===== config.mk =====
export PLATFORM = sky130hd
export DESIGN_NAME = countdown_ctrl
export DESIGN_NICKNAME = d
export VERILOG_FILES = /design/src/rtl/countdown_ctrl.sv
export SDC_FILE = /design/constraint.sdc
export NUM_CORES = 1
export LEC_CHECK = 0
export ABC_AREA = 0
export BUFFER_PORTS_ARGS = -buffer_cell sky130_fd_sc_hd__clkbuf_2
export CORE_AREA = 3 3 77 79
export DETAILED_ROUTE_END_ITERATION = 8
export DIE_AREA = 0 0 80 82
export GPL_ROUTABILITY_DRIVEN = 0
export SETUP_SLACK_MARGIN = 0.5
export SYNTH_ARGS = -nofsm -noshare
export SYNTH_HDL_FRONTEND = slang
export SYNTH_SLANG_ARGS = --single-unit

===== constraint.sdc =====
create_clock -name Clk -period 4.78 [get_ports Clk]
set_input_delay 0.478 -clock Clk [delete_from_list [all_inputs] [get_ports Clk]]
set_output_delay 0.478 -clock Clk [all_outputs]
set_load 0.01 [all_outputs]

===== src/rtl/countdown_ctrl.sv =====
// Control stage in front of a loadable down-counter: captures a preset, strobes Load,
// paces Dec pulses from a prescaler and reports completion when the counter reads zero.
module countdown_ctrl #(
  parameter int unsigned TICK_DIV = 50000000,
  parameter int unsigned WIDTH    = 4
) (
  input  logic             Clk,
  input  logic             Reset_n,
  input  logic [WIDTH-1:0] Preset,
  input  logic             Start,
  input  logic             Pause,
  input  logic             Stop,
  input  logic [WIDTH-1:0] CountIn,
  output logic [WIDTH-1:0] LoadValue,
  output logic             Load,
  output logic             Dec,
  output logic             Busy,
  output logic             Done,
  output logic [2:0]       State
);

  localparam int unsigned PW = (TICK_DIV > 2) ? $clog2(TICK_DIV) : 1;

  localparam logic [2:0] S_IDLE  = 3'd0;
  localparam logic [2:0] S_LOAD  = 3'd1;
  localparam logic [2:0] S_RUN   = 3'd2;
  localparam logic [2:0] S_PAUSE = 3'd3;
  localparam logic [2:0] S_DONE  = 3'd4;

  logic [2:0]       r_state;
  logic [PW-1:0]    r_presc;
  logic             r_start_q;
  logic [WIDTH-1:0] r_load_value;
  logic             r_load;
  logic             r_dec;
  logic             r_busy;
  logic             r_done;

  logic [2:0]       w_state_nxt;
  logic [PW-1:0]    w_presc_nxt;
  logic [PW-1:0]    w_presc_inc;
  logic [WIDTH-1:0] w_load_value_nxt;
  logic             w_load_nxt;
  logic             w_dec_nxt;
  logic             w_start_edge;
  logic             w_pretick;
  logic             w_count_zero;

  assign w_start_edge = Start & ~r_start_q;
  assign w_count_zero = (CountIn == '0);
  // Dec is registered, so it is scheduled one cycle early: it lands while the prescaler shows TICK_DIV-1
  assign w_pretick    = (r_presc == PW'(TICK_DIV - 2));
  assign w_presc_inc  = (r_presc == PW'(TICK_DIV - 1)) ? '0 : r_presc + PW'(1);

  always_ff @(posedge Clk or negedge Reset_n) begin
    if (!Reset_n) begin
      r_state      <= S_IDLE;
      r_presc      <= '0;
      r_start_q    <= 1'b0;
      r_load_value <= '0;
      r_load       <= 1'b0;
      r_dec        <= 1'b0;
      r_busy       <= 1'b0;
      r_done       <= 1'b0;
    end else begin
      r_state      <= w_state_nxt;
      r_presc      <= w_presc_nxt;
      r_start_q    <= Start;
      r_load_value <= w_load_value_nxt;
      r_load       <= w_load_nxt;
      r_dec        <= w_dec_nxt;
      r_busy       <= (w_state_nxt == S_LOAD) || (w_state_nxt == S_RUN) ||
                      (w_state_nxt == S_PAUSE);
      r_done       <= (w_state_nxt == S_DONE);
    end
  end

  // Event priority: Stop, Start edge, Pause, zero detect, tick
  always_comb begin
    w_state_nxt      = r_state;
    w_presc_nxt      = r_presc;
    w_load_value_nxt = r_load_value;
    w_load_nxt       = 1'b0;
    w_dec_nxt        = 1'b0;
    if (Stop) begin
      w_state_nxt = S_IDLE;
      w_presc_nxt = '0;
    end else if (w_start_edge) begin
      w_state_nxt      = S_LOAD;
      w_presc_nxt      = '0;
      w_load_value_nxt = Preset;
      w_load_nxt       = 1'b1;
    end else begin
      case (r_state)
        S_IDLE: begin
          w_presc_nxt = '0;
        end
        S_LOAD: begin
          w_state_nxt = S_RUN;
          w_presc_nxt = '0;
        end
        S_RUN: begin
          if (Pause) begin
            // A tick due right after the pause is kept, not lost
            w_state_nxt = S_PAUSE;
            if (!w_pretick) w_presc_nxt = w_presc_inc;
          end else if (w_count_zero && !r_dec) begin
            w_state_nxt = S_DONE;
          end else begin
            w_presc_nxt = w_presc_inc;
            w_dec_nxt   = w_pretick && !w_count_zero;
          end
        end
        S_PAUSE: begin
          if (!Pause) w_state_nxt = S_RUN;
        end
        S_DONE: begin
          w_presc_nxt = r_presc;
        end
        default: begin
          w_state_nxt = S_IDLE;
          w_presc_nxt = '0;
        end
      endcase
    end
  end

  assign LoadValue = r_load_value;
  assign Load      = r_load;
  assign Dec       = r_dec;
  assign Busy      = r_busy;
  assign Done      = r_done;
  assign State     = r_state;

endmodule


# Yosys cells after proc, flatten, opt, wreduce, memory -nomap -nowiden
# Index checks and enable logic that the tools add are counted.
totals:
  mem_bits_ro: 0
  output_inout_bits: 11
  regBits: 38
  ram_bits: 0
  latch_bits: 0
  n_memories: 0
  input_bits: 13
  wordCells: 57
classes:
  multipliers: 0
  n_lt_le_gt_ge: 0
  eq_ne: 13
  addsub: 1
  shifts: 0
  div_mod_pow: 0
  muxes: 20
  n_reduce_logical: 12
  bitwise: 3
ops:
  columns: ["operator", "n"]
  rows:
  - ["26-bit 2-to-1 mux", 6]
  - ["26-bit == test, second input constant", 2]
  - ["26-bit case mux with 2 select lines", 1]
  - ["26-bit by 1-bit adder with 26-bit output, second input constant", 1]
  - ["3-bit 2-to-1 mux", 5]
  - ["3-bit by 2-bit == test with 1-bit output, second input constant", 4]
  - ["3-bit case mux with 4 select lines", 1]
  - ["5-bit inequality test, second input constant", 2]
  - ["1-bit 2-to-1 mux", 7]
  - ["3-bit by 1-bit == test with 1-bit output, second input constant", 2]
  - ["3-bit == test, second input constant", 2]
  - ["4-bit logical NOT", 1]
  - ["2-bit OR reduction", 2]
  - ["3-bit logical NOT", 1]
  - ["3-bit by 1-bit inequality test with 1-bit output, second input constant", 1]
  - ["3-bit AND reduction", 1]
  - ["1-bit logical AND", 2]
  - ["1-bit logical NOT", 2]
  - ["1-bit logical OR", 2]
  - ["1-bit inverter", 2]
  - ["2-bit AND reduction", 1]
  - ["1-bit AND", 1]

# Depth between registers and ports, before layout
# Gate-level depths: netlist of run 1.
depth:
  depth_word: 10
  ltp_mapped: 9
  depth_no_buf: 7

# Least setup slack after synthesis of run 1
# No wires, ideal clock.
synth_path:
  kind: "in2reg"
  from: "in Start"
  to: "reg r_presc[10]"
  path_slack_ps: 2515
  setup_time_ps: 132
  required_ps: 4648
  path_buffers: 3
  arrival_time_ps: 2133
  stages: 9
  cell_sequence: "nor2b_4 or4_4 buf_6 or3_1 o21ai_2 or2_1 buf_6 buf_6 o41ai_2"
synth_between:
  elab_chain_len: 3
  elab_cells_between_ends: 7
  classes_between: "3 x eq/ne; 2 x mux; 1 x bitwise; 1 x reduce/logical"
synth_rtl:
  columns: ["item", "line_no", "source"]
  rows:
  - ["from (decl)", "10", "input logic Start,"]
  - ["1-bit AND (*)", "49", "assign w_start_edge = Start & ~r_start_q;"]
  - ["5-bit inequality test (no source line), or another cell as far along", null, null]
  - ["3-bit AND reduction (no source line) / 26-bit 2-to-1 mux (equally long branches)", null, null]
  - ["to (signal assigned)", "67", "r_presc <= w_presc_nxt;"]
  - ["to (decl)", "31", "logic [PW-1:0] r_presc;"]
# Mark *: on every way between the ends. The rest lies on a longest branch, timed or not.
# A chain may end at the register's enable or synchronous reset.

# Final worst setup path of run 1
layout_path:
  from: "reg r_state[0] (netlist: State[0])"
  to: "reg r_presc[0]"
layout_between:
  elab_chain_len: 5
  elab_cells_between_ends: 11
  classes_between: "6 x eq/ne; 3 x mux; 2 x reduce/logical"
layout_rtl:
  columns: ["item", "line_no", "source"]
  rows:
  - ["from (decl)", "30", "logic [2:0] r_state;"]
  - ["from (signal assigned)", "66", "r_state <= w_state_nxt;"]
  - ["3-bit by 2-bit == test with 1-bit output / 3-bit == test (equally long branches)", "94", "case (r_state)"]
  - ["2-bit OR reduction (no source line)", null, null]
  - ["26-bit case mux with 2 select lines", "94", null]
  - ["26-bit 2-to-1 mux", "88", "end else if (w_start_edge) begin"]
  - ["26-bit 2-to-1 mux", "85", "if (Stop) begin"]
# Parallel ways exist; a longest one is shown, timed or not.

==> run summary, run 1 <==
Max-cap viol count = 0
Port-buffer cells = 23
P_sw = 143 µW
Synth Instances = 218
Setup Buffers After CTS = 0
Max clock buf depth = 2
1st-iter DRT viols = 139
Critical Path AT = 3.10 ns
Root Driver = clkbuf_8
Initial Utilization = 0.386
Row cnt = 27
Area grow syn2layout = 11.2%
DRC = 0
Crit Path Class = reg2reg
Min-delay worst type = in2reg
Post-Syn Area = 2090 µm²
Num CTS Buffers = 5
Pre-CTS worst setup slack = 1.60 ns
Worst Setup Start Kind = register
Wirelength per Cell = 14.4 µm
Core Area = 5410 µm²
Global route total overflow = 0
Tmin final = 2.96 ns
Total GRT Usage = 0.151
Worst EP required = 4.92 ns
Cell Pwr Density = 279 nW/µm²
Post-CTS Hold Buffers = 0
Register area = 951 µm²
Syn_nets = 233
H-Tree Level Count = 2
TritonCTS clock tree = built
Unrepaired setup endpoints after global routing = false
Hold_ws = 0.328 ns
DP HPWL = 2970 µm
Final worst path period share = 0.620
Seq/Total Area, Yosys = 0.456
Post-placement cell count = 302
Most used DFF post-synth = dfrtp_1
Die Height = 82 µm
EDFF count, synth = 0
Final WS setup = 1.82 ns
Post-layout util = 0.429
Combinational Power Share = 0.066
CP endpoint kind = register
Multi-input logic area = 1040 µm²
Die ar. = 6560 µm²
Final total power = 648 µW
Drt total wl = 4470 µm
Clock power frac = 0.416
Antenna viol nets, final = 0
Maximum clock frequency = 337 MHz
Synth cell types = 41
Fillers = 560
Average vias per placed instance = 5.56
Diode count = 0
Int Pwr = 505 µW
Clock skew = 0.00626 ns
First-pass GRT wire length = 7790 µm
Tightest Pin Transition = 1.01 ns
Nets = 252
Dpl cell area = 2210 µm²
# IOs = 24
Final Hold Viols = 0
Layout cell share with drive strength beyond 1 = 0.185
Reg clk slew, reported paths = 0.08 ns
TritonRoute pass-1 iters = 4
Largest net degree at the start of global routing = 39
Clk sinks = 38
Avg Inst Size Synth = 9.57 µm²
Largest fanout on the critical path = 30
Slew Viols, Final = 0
Net Sw Frac = 0.221
Synth warn = 0
Worst VDD drop = 0.000122 V
Worst-Skew Late Latency = 0.29 ns
DR vias = 1,723
Leakage = 0.957 nW
Sum of negative setup slack = 0 ns
R2r setup slk = 1.82 ns
Async set-reset flop share out of synthesis = 1.00
Die Wd = 80 µm
Worst slew margin = 0.318
Outcome = complete, no violations
Vias in the first global route = 1,585
Design area = 2320 µm²
CTS resizes = 0
Non-filler cells, final = 310
Final setup vio count = 0
Sequential Power Share = 0.517
#FFs+latches synth = 38
Initial antenna violation count = 0
==> cell usage in the layout, fill, tap and decap left out, types with 4 or more instances in the layout <==
master    count
dfrtp_1      38
o21ai_0      25
clkbuf_2     23
o31ai_1      17
nor2_1       16
nand3_1      15
nand2_1      12
a21oi_1       8
nor4_1        6
and3_1        6
a31oi_1       6
nor3_1        5
nand4_1       5
clkbuf_8      5
or3_1         4
nor2b_1       4
mux2_2        4
==> worst max-delay path, stage by stage (launching register included) <==
cell and delay, ns:
dfrtp_1 0.46, or4_4 0.62, or3_1 0.40, o21ai_2 0.11, buf_4 0.29, or2_1 0.78, o21ai_0 0.16
==> flip-flops by register name (all words and copies together) (netlist names) <==
register / count
State: 3
r_start_q: 1
Load: 1
Dec: 1
LoadValue: 4
r_presc: 26
Busy: 1
Done: 1
==> logic make-up (layout without fill, tap and decap cells) <==
kind of cell | count (synthesis) | count (layout) | synth area share
simple gates | 91 | 91 | 0.247
compound gates | 68 | 68 | 0.214
flops | 38 | 38 | 0.456
buf+inv | 14 | 34 | 0.0450
mux | 5 | 5 | 0.0264
fa+ha+maj | 2 | 2 | 0.0120
==> power groups by stage <==
stage | clock network (mW) | registers, mW | logic (mW)
2_1_floorplan | 0 | 0.345 | 0.0172
3_3_place_gp | 0 | 0.341 | 0.0433
3_5_place_dp | 0 | 0.342 | 0.0442
4_1_cts | 0.279 | 0.335 | 0.0442
5_1_grt | 0.289 | 0.336 | 0.0480
6_report | 0.270 | 0.335 | 0.0429
==> metal layers <==
metal	global-route usage	vias to the layer above	wire length (µm)
li1	-	866	-
met1	0.211	834	2360
met2	0.231	19	1960
met3	0.0329	4	103
met4	0.0507	0	48
met5	0	-	0
==> cell type report <==
class	count	area share
Clock buffer	7	0.0329
Clock inverter	1	0.0130
Inverter	2	0.00324
Multi-Input combinational cell	166	0.449
Sequential cell	38	0.410
Tap cell	72	0.0389
Timing Repair Buffer	24	0.0529
==> final timing paths <==
check,from,end,cells past startpoint
worst max register to register,State[0],r_presc[0],6
worst min-delay path,Start,r_start_q,1
worst min register to register,LoadValue[1],LoadValue[1],1
worst max-delay path,State[0],r_presc[0],6
min in group asynchronous,Reset_n,r_presc[13],1
max in group asynchronous,Reset_n,r_presc[8],1
==> cells in the mapped netlist, types with 4 or more instances <==
master    instances  share of area
dfrtp_1          38           0.46
buf_6             5          0.027
nor3_1            5          0.012
o31ai_1          17          0.061
nor2b_1           4          0.012
o21ai_0          25          0.060
a31oi_1           6          0.018
nand3_1          15          0.036
nand2_1          12          0.022
nor4_1            6          0.018
mux2_2            4          0.022
and3_1            6          0.018
a21oi_1           8          0.019
nor2_1           16          0.029
or3_1             4          0.012
nand4_1           5          0.015
clkbuf_1          5         0.0090
Note: power is estimated with default switching activity, not from simulation.
==> run 2, diff against run 1 <==
==> constraint.sdc (replaced) <==
create_clock -name Clk -period 2.8 [get_ports Clk]
set_input_delay 0.28 -clock Clk [delete_from_list [all_inputs] [get_ports Clk]]
set_output_delay 0.28 -clock Clk [all_outputs]
set_load 0.01 [all_outputs]
==> run 2 against run 1 <==
Critical path depth increased by 1. Combinational power increased by 82%. Non-clock buffer count increased by 9. Via count increased by 2.4%. Highest routed layer unchanged. Maximum frequency increased by 32%.
==> run summary, run 2 (synthesized netlist as in run 1, its figures left out) <==
Post-layout util = 0.453 (+0.0243)
Final worst path period share = 0.802 (+0.182)
Fillers = 532 (-5.0%)
Max reg flops = 26 (unchanged)
Cell Pwr Density = 425 nW/µm² (+52%)
Core Area = 5410 µm² (unchanged)
Initial antenna violation count = 0 (unchanged)
Drt total wl = 4650 µm (+4.0%)
Pre-CTS worst setup slack = 0.537 ns (-1.06 ns)
Vias in the first global route = 1,635 (+3.2%)
# IOs = 24 (unchanged)
Crit Path Class = reg2reg
Int Pwr = 798 µW (+58%)
Combinational Power Share = 0.075 (+0.009)
Net Sw Frac = 0.233 (+0.0123)
Die Height = 82 µm (unchanged)
Max clock buf depth = 2 (unchanged)
DR vias = 1,764 (+2.4%)
Max-cap viol count = 0 (unchanged)
TritonRoute pass-1 iters = 4 (unchanged)
R2r setup slk = 0.55 ns (-1.26 ns)
Area grow syn2layout = 17.5%
1st-iter DRT viols = 153 (+10%)
Initial Utilization = 0.386 (unchanged)
Largest net degree at the start of global routing = 39 (unchanged)
DRC = 0 (unchanged)
Total GRT Usage = 0.151 (+0.000361)
Unrepaired setup endpoints after global routing = true
Worst EP required = 2.96 ns (-1.96 ns)
Layout cell share with drive strength beyond 1 = 0.242 (+0.0571)
Diode count = 0 (unchanged)
Leakage = 1.03 nW (+7.5%)
Antenna viol nets, final = 0 (unchanged)
Most flop-heavy register = r_presc
Critical Path AT = 2.41 ns (-0.69 ns)
DP HPWL = 3080 µm (+3.8%)
First-pass GRT wire length = 7870 µm (+1.1%)
Design area = 2450 µm² (+5.7%)
Num CTS Buffers = 5 (unchanged)
Largest fanout on the critical path = 8 (-73%)
Post-placement cell count = 306 (+1.3%)
CP endpoint kind = register
Commonest non-fill, non-tap cell in the layout = dfrtp_1
Post-CTS Hold Buffers = 0 (unchanged)
Tightest Pin Transition = 0.931 ns (-0.0830 ns)
Most frequent cells in the layout = dfrtp_1, o21ai_0, clkbuf_2, nor2_1, o31ai_1
Reg clk slew, reported paths = 0.08 ns (about the same)
Average vias per placed instance = 5.51 (-0.82%)
Outcome = complete, no violations
Worst setup path endpoint = r_presc[0]
Die Wd = 80 µm (unchanged)
Sum of negative setup slack = 0 ns (unchanged)
Worst R2R Start = State[2]
Slew Viols, Final = 0 (unchanged)
Worst slew margin = 0.379 (+0.0605)
Die ar. = 6560 µm² (unchanged)
Port-buffer cells = 23 (unchanged)
Worst r2r dst = r_presc[0]
Dpl cell area = 2240 µm² (+1.4%)
Final total power = 1.04 mW (+61%)
Worst VDD drop = 0.000161 V (+33%)
Min-delay worst type = in2async
Final Hold Viols = 0 (unchanged)
Row cnt = 27 (unchanged)
Critical path startpoint = State[2]
Worst Reg-to-Reg Cells = 7 (+1)
Worst Setup Start Kind = register
Wirelength per Cell = 14.5 µm (+0.73%)
Clock skew = 0.00592 ns (-0.000340 ns)
Maximum clock frequency = 445 MHz (+32%)
Non-filler cells, final = 320 (+3.2%)
P_sw = 243 µW (+70%)
Final WS setup = 0.553 ns (-1.26 ns)
Sequential Power Share = 0.550 (+0.033)
Clk sinks = 38 (unchanged)
Nets = 262 (+4.0%)
H-Tree Level Count = 2 (unchanged)
Tmin final = 2.25 ns (-0.717 ns)
Global route total overflow = 0 (unchanged)
Worst-Skew Late Latency = 0.29 ns (about the same)
Final setup vio count = 0 (unchanged)
Root Driver = clkbuf_8
TritonCTS clock tree = built
Hold_ws = 0.117 ns (-0.211 ns)
Clock power frac = 0.375 (-0.041)
run 2: power by group through the flow:
| stage | logic (mW) | clock network, mW | registers (mW) |
|---|---|---|---|
| after floorplan | 0.0294 | 0 | 0.590 |
| after global placement | 0.0743 | 0 | 0.583 |
| after detailed placement | 0.0750 | 0 | 0.583 |
| after CTS | 0.0749 | 0.407 | 0.573 |
| after global routing | 0.0880 | 0.433 | 0.575 |
| final | 0.0780 | 0.391 | 0.572 |
run 2: cell type report:
type	count	area, µm²	area share
multi-input cells	167	1080	0.443
clock buffers	7	86.3	0.0352
repair buffers	33	225	0.0919
well taps	72	90.1	0.0368
flip-flops and latches	38	951	0.388
clock inverters	1	5.00	0.00204
inverters	2	7.51	0.00306
run 2: worst min path at each step:
stage                   to  slack [ns]
6_report       r_presc[14]        0.12
5_1_grt          r_start_q        0.11
3_5_place_dp     r_start_q        0.43
2_1_floorplan         Busy       -0.02
3_3_place_gp     r_start_q        0.42
4_1_cts          r_start_q        0.12
run 2: critical path, stage by stage (launching register included):
cell	delay [ns]
dfrtp_1	0.43
nand2b_4	0.17
or4_4	0.55
or3_4	0.36
o21ai_4	0.19
or2_4	0.19
buf_6	0.14
o21ai_0	0.08
run 2: what timing repair did:
| item | CTS | global route |
|---|---|---|
| buffers inserted | 0 | 4 |
| resized for setup | 0 | 14 |
| hold endpoints to repair | 0 | 0 |
| setup endpoints to repair | 0 | 14 |
run 2: per-layer routing:
metal / global-route usage / share of wire / wire length [µm]
met1: 0.221 / 0.50 / 2320
met2: 0.220 / 0.46 / 2130
met3: 0.0362 / 0.029 / 137
met4: 0.0456 / 0.014 / 65
met5: 0 / 0 / 0
==> run 3, diff against run 2 <==
==> constraint.sdc (replaced) <==
create_clock -name Clk -period 2.1 [get_ports Clk]
set_input_delay 0.21 -clock Clk [delete_from_list [all_inputs] [get_ports Clk]]
set_output_delay 0.21 -clock Clk [all_outputs]
set_load 0.01 [all_outputs]
==> run 3 against run 2 <==
Cell count is 7.8% higher. Register-to-register slack worse by 0.45 ns. Sequential cell count is the same. Clock skew is 0.0020 ns higher. Highest routed layer unchanged.
==> run summary, run 3 (synthesized netlist as in run 1, its figures left out) <==
Outcome = complete, no violations
Post-placement cell count = 322 (+5.2%)
Cell Pwr Density = 607 nW/µm² (+43%)
H-Tree Level Count = 2 (unchanged)
Layout cell share with drive strength beyond 1 = 0.355 (+0.113)
Root Driver = clkbuf_8
Antenna viol nets, final = 0 (unchanged)
DRC = 0 (unchanged)
Met2 Track Usage GR = 0.270 (+0.0497)
Clock skew = 0.00788 ns (+0.00196 ns)
Crit Path Class = reg2reg
First-pass GRT wire length = 8670 µm (+10%)
Row cnt = 27 (unchanged)
Num CTS Buffers = 5 (unchanged)
Hold Path Sink = r_start_q
CP cell instances = nand2b_4, or4_4, or3_1, o21ai_2, buf_4, buf_6, o21ai_0, o31ai_1
Reg clk slew, reported paths = 0.07 ns (about the same)
Initial Utilization = 0.386 (unchanged)
CP endpoint kind = register
Maximum clock frequency = 500 MHz (+12%)
Largest fanout on the critical path = 7 (-1)
Core Area = 5410 µm² (unchanged)
Min-delay src = Start
Leakage = 1.19 nW (+16%)
Worst r2r dst = r_presc[18]
# IOs = 24 (unchanged)
Max-cap viol count = 0 (unchanged)
GRT met3 Usage = 0.0351 (-0.00110)
TritonRoute pass-1 iters = 4 (unchanged)
Commonest non-fill, non-tap cell in the layout = dfrtp_1
Worst-Skew Late Latency = 0.30 ns (about the same)
Largest net degree at the start of global routing = 17 (-56%)
Critical Path AT = 2.19 ns (-0.22 ns)
Nets = 287 (+9.5%)
Net Sw Frac = 0.211 (-0.0227)
Vias in the first global route = 1,729 (+5.7%)
Most utilized layer in the global route result = met2
Slew Viols, Final = 0 (unchanged)
Most flop-heavy register = r_presc
Tmin final = 2.00 ns (-0.245 ns)
Min-delay worst type = in2reg
Worst R2R Start = State[2]
R2r setup slk = 0.1 ns (-0.45 ns)
Diode count = 0 (unchanged)
Worst path bufs/invs = 2 (+1)
Die Height = 82 µm (unchanged)
Clock power frac = 0.471 (+0.096)
Tightest Pin Transition = 0.379 ns (-0.553 ns)
GRT met1 Usage = 0.232 (+0.0112)
Cell family with most CP delay = simple AND/OR/NAND/NOR gates
Wirelength per Cell = 15.5 µm (+6.4%)
Final setup vio count = 0 (unchanged)
Clk sinks = 38 (unchanged)
DP HPWL = 3520 µm (+14%)
Die Wd = 80 µm (unchanged)
Final total power = 1.67 mW (+60%)
Slowest cell on the critical path = or4_4
P_sw = 351 µW (+45%)
Largest stage delay, worst path = 0.43 ns (-0.12 ns)
Combinational Power Share = 0.073 (-0.002)
Most frequent cells in the layout = dfrtp_1, buf_4, clkbuf_2, o21ai_0, o31ai_1
Port-buffer cells = 23 (unchanged)
Max reg flops = 26 (unchanged)
Worst VDD drop = 0.000321 V (+99%)
Worst Reg-to-Reg Cells = 8 (+1)
Drt total wl = 5330 µm (+15%)
Worst Setup Start Kind = register
Sequential Power Share = 0.456 (-0.094)
DR vias = 1,940 (+10%)
Max clock buf depth = 2 (unchanged)
Unrepaired setup endpoints after global routing = true
Non-filler cells, final = 345 (+7.8%)
Average vias per placed instance = 5.62 (+2.0%)
Global route total overflow = 0 (unchanged)
Final Hold Viols = 0 (unchanged)
Worst EP required = 2.29 ns (-0.67 ns)
Int Pwr = 1.32 mW (+65%)
Total GRT Usage = 0.170 (+0.0193)
Die ar. = 6560 µm² (unchanged)
Final worst path period share = 0.953 (+0.151)
Initial antenna violation count = 0 (unchanged)
WHS Path Cells = 1
Area grow syn2layout = 31.8%
1st-iter DRT viols = 97 (-37%)
TritonCTS clock tree = built
Worst slew margin = 0.747 (+0.368)
-- run 3: cell types whose count changed in the layout (fill, tap and decap cells not counted), sizes merged --
cell	delta
a31o	-1
clkinv	-1
bufinv	+2
buf	+25
dlygate4sd3	+1
clkbuf	-1
-- run 3: worst register-to-register path, stage by stage (launching register included) --
cell	delay, ns
dfrtp_1	0.38
nand2b_4	0.14
or4_4	0.43
or3_1	0.33
o21ai_2	0.16
buf_4	0.16
buf_6	0.12
o21ai_0	0.09
o31ai_1	0.09
-- run 3: per-layer routing --
metal  share of wire  vias to the layer above
li1                -                      939
met1            0.47                      968
met2            0.49                       28
met3           0.029                        5
met4           0.011                        0
met5               0                        -
-- run 3: metrics by stage --
step / worst slack (ns) / utilization / hold WS [ns] / cell area [µm²] / TNS, ns
2_1_floorplan: -0.0588 / - / -0.0856 / 2090 / -0.990
3_3_place_gp: 0.101 / 0.441 / 0.101 / 2380 / 0
3_5_place_dp: 0.0203 / 0.441 / 0.0995 / 2380 / 0
4_1_cts: 0.0775 / 0.483 / 0.0503 / 2610 / 0
5_1_grt: 0.00721 / 0.509 / 0.0499 / 2750 / 0
6_report: 0.0988 / 0.509 / 0.0605 / 2750 / 0
-- run 3: cell type report --
class                           instances  area [µm²]
Tap cell                               72        90.1
Timing Repair Buffer                   59         428
Sequential cell                        38         956
Clock inverter                          2        60.1
Clock buffer                            6        82.6
Fill cell                             504        2660
Inverter                                2        7.51
Multi-Input combinational cell        166        1120
-- run 3: how the worst max path moves through the flow --
stage | start | to | slack, ns | cells past startpoint
after floorplan | State[2] | r_presc[10] | -0.06 | 9
after detailed placement | r_presc[0] | r_presc[18] | 0.02 | 7
after global routing | State[1] | r_presc[24] | 0.007 | 8
final | State[2] | r_presc[18] | 0.1 | 8
after CTS | State[2] | r_presc[17] | 0.08 | 6
after global placement | State[2] | r_presc[24] | 0.10 | 7
-- run 3: repair_timing --
action                     CTS  global route
setup endpoints to repair   27            28
pin swaps                    1             4
setup buffers                2            10
hold buffers                 1             0
gates resized for setup     11            13
hold endpoints to repair     9             0
cloned                       2             0
-- run 3: power by group through the flow --
stage | Combinational [mW] | Clock, mW | Sequential (mW)
after detailed placement | 0.115 | 0 | 0.776
final | 0.122 | 0.785 | 0.761
after CTS | 0.122 | 0.798 | 0.761
after global routing | 0.135 | 0.828 | 0.763
after global placement | 0.114 | 0 | 0.775
after floorplan | 0.0408 | 0 | 0.786
